[config.mk]
export PLATFORM = sky130hd
export DESIGN_NAME = sr_cmd_gen
export DESIGN_NICKNAME = d
export VERILOG_FILES = /design/src/rtl/sr_cmd_pkg.sv /design/src/rtl/sr_cmd_fifo.sv /design/src/rtl/sr_cmd_gen.sv
export SDC_FILE = /design/constraint.sdc
export NUM_CORES = 1
export LEC_CHECK = 0
export ABC_AREA = 0
export BUFFER_PORTS_ARGS = -buffer_cell sky130_fd_sc_hd__clkbuf_2
export CORE_ASPECT_RATIO = 1.2
export CORE_UTILIZATION = 50
export DETAILED_ROUTE_END_ITERATION = 12
export GPL_ROUTABILITY_DRIVEN = 0
export HOLD_SLACK_MARGIN = 0.03
export PLACE_DENSITY = 0.68
export SYNTH_ARGS = -nofsm -noshare
export SYNTH_HDL_FRONTEND = slang
export SYNTH_HIERARCHICAL = 1
export SYNTH_SLANG_ARGS = --single-unit
[constraint.sdc]
create_clock -name clk -period 4.2 [get_ports clk]
set_input_delay 0.21 -clock clk [delete_from_list [all_inputs] [get_ports clk]]
set_output_delay 0.21 -clock clk [all_outputs]
set_load 0.05 [all_outputs]
[src/rtl/sr_cmd_pkg.sv]
// Shared types for the SR latch command generator: FSM state encoding and queued command format.
package sr_cmd_pkg;

  typedef enum logic [1:0] {
    ST_IDLE  = 2'd0,
    ST_PULSE = 2'd1,
    ST_GAP   = 2'd2
  } state_t;

  typedef struct packed {
    logic level;
  } cmd_t;

  function automatic int max2(input int a, input int b);
    return (a > b) ? a : b;
  endfunction

endpackage

[src/rtl/sr_cmd_fifo.sv]
// Command queue for sr_cmd_gen: DEPTH entries, wrapping pointers, registered full flag.
module sr_cmd_fifo
  import sr_cmd_pkg::*;
#(
  parameter int DEPTH = 4
) (
  input  logic clk,
  input  logic n_rst,
  input  logic push,
  input  cmd_t push_cmd,
  input  logic pop,
  output logic full,
  output logic empty,
  output cmd_t head
);

  localparam int AW    = $clog2(DEPTH);
  localparam int CNT_W = AW + 1;

  cmd_t             mem [DEPTH];
  logic [AW-1:0]    wr_ptr;
  logic [AW-1:0]    rd_ptr;
  logic [CNT_W-1:0] count;
  logic [CNT_W-1:0] count_next;
  logic             full_q;
  logic             do_push;
  logic             do_pop;

  assign do_push = push && !full_q;
  assign do_pop  = pop && (count != '0);

  always_comb begin
    count_next = count;
    if (do_push && !do_pop) begin
      count_next = count + CNT_W'(1);
    end else if (!do_push && do_pop) begin
      count_next = count - CNT_W'(1);
    end
  end

  // Full is registered from the next occupancy so req_ready has no input-to-output path.
  always_ff @(posedge clk or negedge n_rst) begin
    if (!n_rst) begin
      wr_ptr <= '0;
      rd_ptr <= '0;
      count  <= '0;
      full_q <= 1'b0;
    end else begin
      if (do_push) begin
        wr_ptr <= wr_ptr + AW'(1);
      end
      if (do_pop) begin
        rd_ptr <= rd_ptr + AW'(1);
      end
      count  <= count_next;
      full_q <= (count_next == CNT_W'(DEPTH));
    end
  end

  always_ff @(posedge clk) begin
    if (do_push) begin
      mem[wr_ptr] <= push_cmd;
    end
  end

  assign head  = mem[rd_ptr];
  assign empty = (count == '0);
  assign full  = full_q;

endmodule

[src/rtl/sr_cmd_gen.sv]
// SR latch command generator: queues set/reset requests and replays them as timed, non-overlapping pulses.
// Optional build macro SR_CMD_SKIP_EN drops queued commands that would not change the latch level.
module sr_cmd_gen
  import sr_cmd_pkg::*;
#(
  parameter int PULSE_W = 2,
  parameter int GAP_W   = 1,
  parameter int DEPTH   = 4
) (
  input  logic clk,
  input  logic n_rst,
  input  logic req_valid,
  input  logic req_level,
  output logic req_ready,
  output logic out_s,
  output logic out_r,
  output logic shadow_q,
  output logic busy
);

  localparam int CW = $clog2(max2(PULSE_W, GAP_W) + 1);
  localparam logic [CW-1:0] PULSE_LOAD = CW'(PULSE_W - 1);
  localparam logic [CW-1:0] GAP_LOAD   = CW'((GAP_W > 0) ? (GAP_W - 1) : 0);

  state_t        state;
  state_t        state_next;
  logic [CW-1:0] cnt;
  logic [CW-1:0] cnt_next;
  logic          level_q;
  logic          level_next;
  logic          shadow_next;
  logic          out_s_next;
  logic          out_r_next;
  logic          pop;
  logic          push;
  logic          skip_head;
  logic          fifo_full;
  logic          fifo_empty;
  cmd_t          head;
  cmd_t          push_cmd;

  assign push           = req_valid && req_ready;
  assign push_cmd.level = req_level;
  assign req_ready      = !fifo_full;

  sr_cmd_fifo #(
    .DEPTH(DEPTH)
  ) u_fifo (
    .clk      (clk),
    .n_rst    (n_rst),
    .push     (push),
    .push_cmd (push_cmd),
    .pop      (pop),
    .full     (fifo_full),
    .empty    (fifo_empty),
    .head     (head)
  );

`ifdef SR_CMD_SKIP_EN
  assign skip_head = (head.level == shadow_q);
`else
  assign skip_head = 1'b0;
`endif

  always_comb begin
    state_next  = state;
    cnt_next    = cnt;
    level_next  = level_q;
    shadow_next = shadow_q;
    pop         = 1'b0;
    case (state)
      ST_IDLE: begin
        if (!fifo_empty) begin
          pop = 1'b1;
          if (!skip_head) begin
            state_next = ST_PULSE;
            cnt_next   = PULSE_LOAD;
            level_next = head.level;
          end
        end
      end
      // The edge that ends the last pulse cycle is where the latch is known to hold the new level.
      ST_PULSE: begin
        if (cnt == '0) begin
          shadow_next = level_q;
          if (GAP_W > 0) begin
            state_next = ST_GAP;
            cnt_next   = GAP_LOAD;
          end else begin
            state_next = ST_IDLE;
          end
        end else begin
          cnt_next = cnt - CW'(1);
        end
      end
      ST_GAP: begin
        if (cnt == '0) begin
          state_next = ST_IDLE;
        end else begin
          cnt_next = cnt - CW'(1);
        end
      end
      default: begin
        state_next = ST_IDLE;
        cnt_next   = '0;
      end
    endcase
    out_s_next = (state_next == ST_PULSE) && level_next;
    out_r_next = (state_next == ST_PULSE) && !level_next;
  end

  always_ff @(posedge clk or negedge n_rst) begin
    if (!n_rst) begin
      state    <= ST_IDLE;
      cnt      <= '0;
      level_q  <= 1'b0;
      shadow_q <= 1'b0;
      out_s    <= 1'b0;
      out_r    <= 1'b0;
    end else begin
      state    <= state_next;
      cnt      <= cnt_next;
      level_q  <= level_next;
      shadow_q <= shadow_next;
      out_s    <= out_s_next;
      out_r    <= out_r_next;
    end
  end

  assign busy = (state != ST_IDLE) || !fifo_empty;

endmodule

==> flow_summary_export.csv <==
group,metric,value,unit
drt,num_vias,698,
power_and_ir_drop,combPwrFrac,50.0,%
timing,report.final.setup_viol,0,
flow_run,drv_cap,0,
grt,first_global_vias,745,
hold_path,worstHoldStart,"req_level",
clock_network,h_tree_lvls,1,
layout,multi_input_comb_area,573,um2
run_status,outcome,"completed",
worst_setup_path,worstPathArrival,2.20,ns
worst_setup_path,end_kind,"flip-flop",
yosys,synth_most_common_cell,"dfrtp_1",
worst_setup_path,worst-setup-path-type,"reg2reg",
grt,grt_start_max_net_pins,17,
yosys,count_of_flip_flops_with_a_built_in_enable_after_synthesis,4,
floorplan,design.die.area,2560,um2
grt,use_met1,21.6,%
yosys,synth_ff_type,"dfrtp_1",
worst_setup_path,critPathRequiredTime,4.38,ns
grt,antenna_violations_before_repair,0,
clock_network,max-clock-path-buffers,2,
layout,diode_count,0,
worst_setup_path,largest_fanout_on_the_critical_path,10,
drt,drt_pass1_iterations,4,
hold_path,hp-class,"in2reg",
layout,share_of_final_layout_standard_cells_stronger_than_drive_strength_1,23.6,%
timing,tightestPinTransition,0.447,ns
yosys,synth.top_cells.by_area,"dfrtp_1, ha_1, edfxtp_1",
drt,viasPerCell,4.99,
power_and_ir_drop,vdd_drop_max,0.000463,V
layout,final_net_count,125,
place,dpl.hpwl,1290,um
power_and_ir_drop,netSwitchingFraction,42.3,%
clock_network,postCtsSetupRepairBufs,0,
yosys,synth-seq-area-share,44.1,%
yosys,synth_largest_type_area_fraction,33.9,%
clock_network,tritoncts_clock_tree,"yes",
timing,final.period_utilization,48.2,%
worst_setup_path,regToRegStartpoint,"u_fifo/count[0]$_DFF_PN0_",
floorplan,io_pins,9,
floorplan,die_y,55.2,um
clock_network,cts.reportedPaths.clkPinSlew,0.11,ns
drt,remaining_drc_errors,0,
yosys,syn_area,1180,um2
layout,ff_latch_area,520,um2
yosys,syn_avg_cell_area,11.6,um2
grt,met2_usage,28.6,%
place,placement.io_buffers,8,
power_and_ir_drop,cellInternalPower,0.605,mW
yosys,netlist_top_cells_count,"dfrtp_1, ha_1, inv_1, nor2_1, nand2_1",
timing,rsz0062_at_grt,"false",
grt,globalRoute.busiestLayer,"met2",
power_and_ir_drop,power.sequential.fraction,35.1,%
grt,grt_pass1_wl,3310,um
power_and_ir_drop,power.switching,0.443,mW
grt,global_route.overflow_total,0,
grt,globalRouteMet3Util,2.94,%
yosys,library_cell_occupying_the_most_area_in_the_post_synthesis_netlist,"dfrtp_1",
clock_network,postCtsResizedCells,0,
timing,worst_slew_margin_relative_to_its_limit,70.2,%
timing,fin_hold_ws,0.122,ns
drt,ant_nets,0,
floorplan,design.core.area,2140,um2
layout,fillers,184,
drt,wire_per_inst,12.7,um
floorplan,rows,18,
yosys,number_of_warning_messages_in_the_yosys_log,6,
power_and_ir_drop,power.share.clock,15.0,%
yosys,async_flop_share,80.0,%
timing,final.min_clock_period,2.02,ns
yosys,syn_nets,116,
worst_setup_path,type_of_origin_of_the_critical_path,"flip-flop",
timing,fin_tns_setup,0,ns
timing,hold_viol_final,0,
worst_setup_path,cp-startpoint,"u_fifo/count[0]$_DFF_PN0_",
timing,finClkSkew,0.00257,ns
clock_network,clock_sinks,20,
timing,max_freq,494,MHz
clock_network,ctsRootBufferMaster,"clkbuf_4",
yosys,synth.distinct_cells,35,
clock_network,clock_latency,0.30,ns
floorplan,starting_density,55.2,%
power_and_ir_drop,power.static_leakage,0.583,nW
yosys,syn_inst,102,
yosys,synth-seq-cells,20,
timing,slew_viol_final,0,
drt,drt_iter0_markers,12,
floorplan,die_width,46.4,um
drt,totalWireLength,1780,um
power_and_ir_drop,report.power.total,1.05,mW
grt,grt_usage,17.9,%
clock_network,cts_buffers,3,
layout,area_delta_synth_final,7.63,%
power_and_ir_drop,power_per_cell_area,824,nW/um2
-- through the flow --
stage               setup slack, ns  cell area, um2  std cells  utilization (%)
detailed placement             2.19            1210        135             56.5
finish                         2.18            1270        140             59.4
floorplan                      2.35            1180        102                -
global route                   2.02            1270        140             59.4
global placement               2.26            1210        135             56.5
CTS                            2.16            1270        140             59.4
-- final timing paths --
| path | endpoint | slack [ns] | cells past startpoint |
|---|---|---|---|
| max in group asynchronous | u_fifo/count[0]$_DFF_PN0_ | 3.57 | 2 |
| worst min-delay path | u_fifo/mem[1]$_DFFE_PP_ | 0.12 | 1 |
| worst max register to register | u_fifo/count[2]$_DFF_PN0_ | 2.18 | 7 |
| worst max-delay path | u_fifo/count[2]$_DFF_PN0_ | 2.18 | 7 |
| worst min register to register | u_fifo/rd_ptr[1]$_DFFE_PN0P_ | 0.50 | 1 |
| min in group asynchronous | state[0]$_DFF_PN0_ | 0.35 | 2 |
-- worst max-delay path: stages, from the launching register on --
cell	delay [ns]
dfrtp_1	0.46
inv_1	0.07
ha_1	0.20
ha_1	0.28
nor3_2	0.25
nand2b_4	0.16
a211oi_1	0.40
a21oi_1	0.09
-- timing repair --
item	CTS	global route
setup endpoints to repair	0	0
hold endpoints to repair	16	0
hold buffers	1	0
-- registers in the layout (all words and copies together) (netlist names) --
register       cells
u_fifo/count       3
u_fifo/mem         4
level_q            1
out_r              1
cnt                2
u_fifo/full        1
out_s              1
state              2
u_fifo/rd_ptr      2
u_fifo/wr_ptr      2
shadow_q           1
-- final cells by class --
type / count / share of cell area [%]
Clock inverter: 1 / 2.36
Sequential cell: 20 / 40.9
Tap cell: 30 / 2.95
Inverter: 10 / 2.95
Multi-Input combinational cell: 67 / 45.1
Timing Repair Buffer: 9 / 3.94
Clock buffer: 3 / 1.77
-- cell families (layout without fill, tap and decap cells) --
kind of cell	after synthesis	after routing	synth area share [%]
xor gates and xnor gates	7	7	6.78
adders and majority gates	10	10	10.6
and+or+nand+nor	33	33	16.7
DFF	20	20	44.1
AOI/OAI and AO/OA	13	13	9.43
buffers and inverters	15	23	7.41
muxes	4	4	4.98
-- power groups by stage --
stage / registers (mW) / logic, mW / clock network, mW
after floorplan: 0.377 / 0.457 / 0
after global placement: 0.369 / 0.510 / 0
after detailed placement: 0.373 / 0.524 / 0
after CTS: 0.368 / 0.531 / 0.164
after global routing: 0.382 / 0.594 / 0.170
final: 0.367 / 0.524 / 0.157
-- metal layers --
metal | wire length (um) | part of all wire [%]
met5 | 0 | 0
met2 | 932 | 52
met4 | 53 | 3.0
met1 | 758 | 43
met3 | 34 | 1.9
-- layout by cell type, fill, tap and decap left out, drive strengths merged, types with 2 or more instances in the layout --
master  count
clkbuf     11
xor2        3
edfxtp      4
a211oi      4
nor2        9
and2        4
dfrtp      16
o21ai       2
a21oi       3
xnor2       4
nor2b       4
nand2       7
inv        10
ha         10
mux2        2
nor3        4
nand2b      3
(Power assumes the default switching activity.)
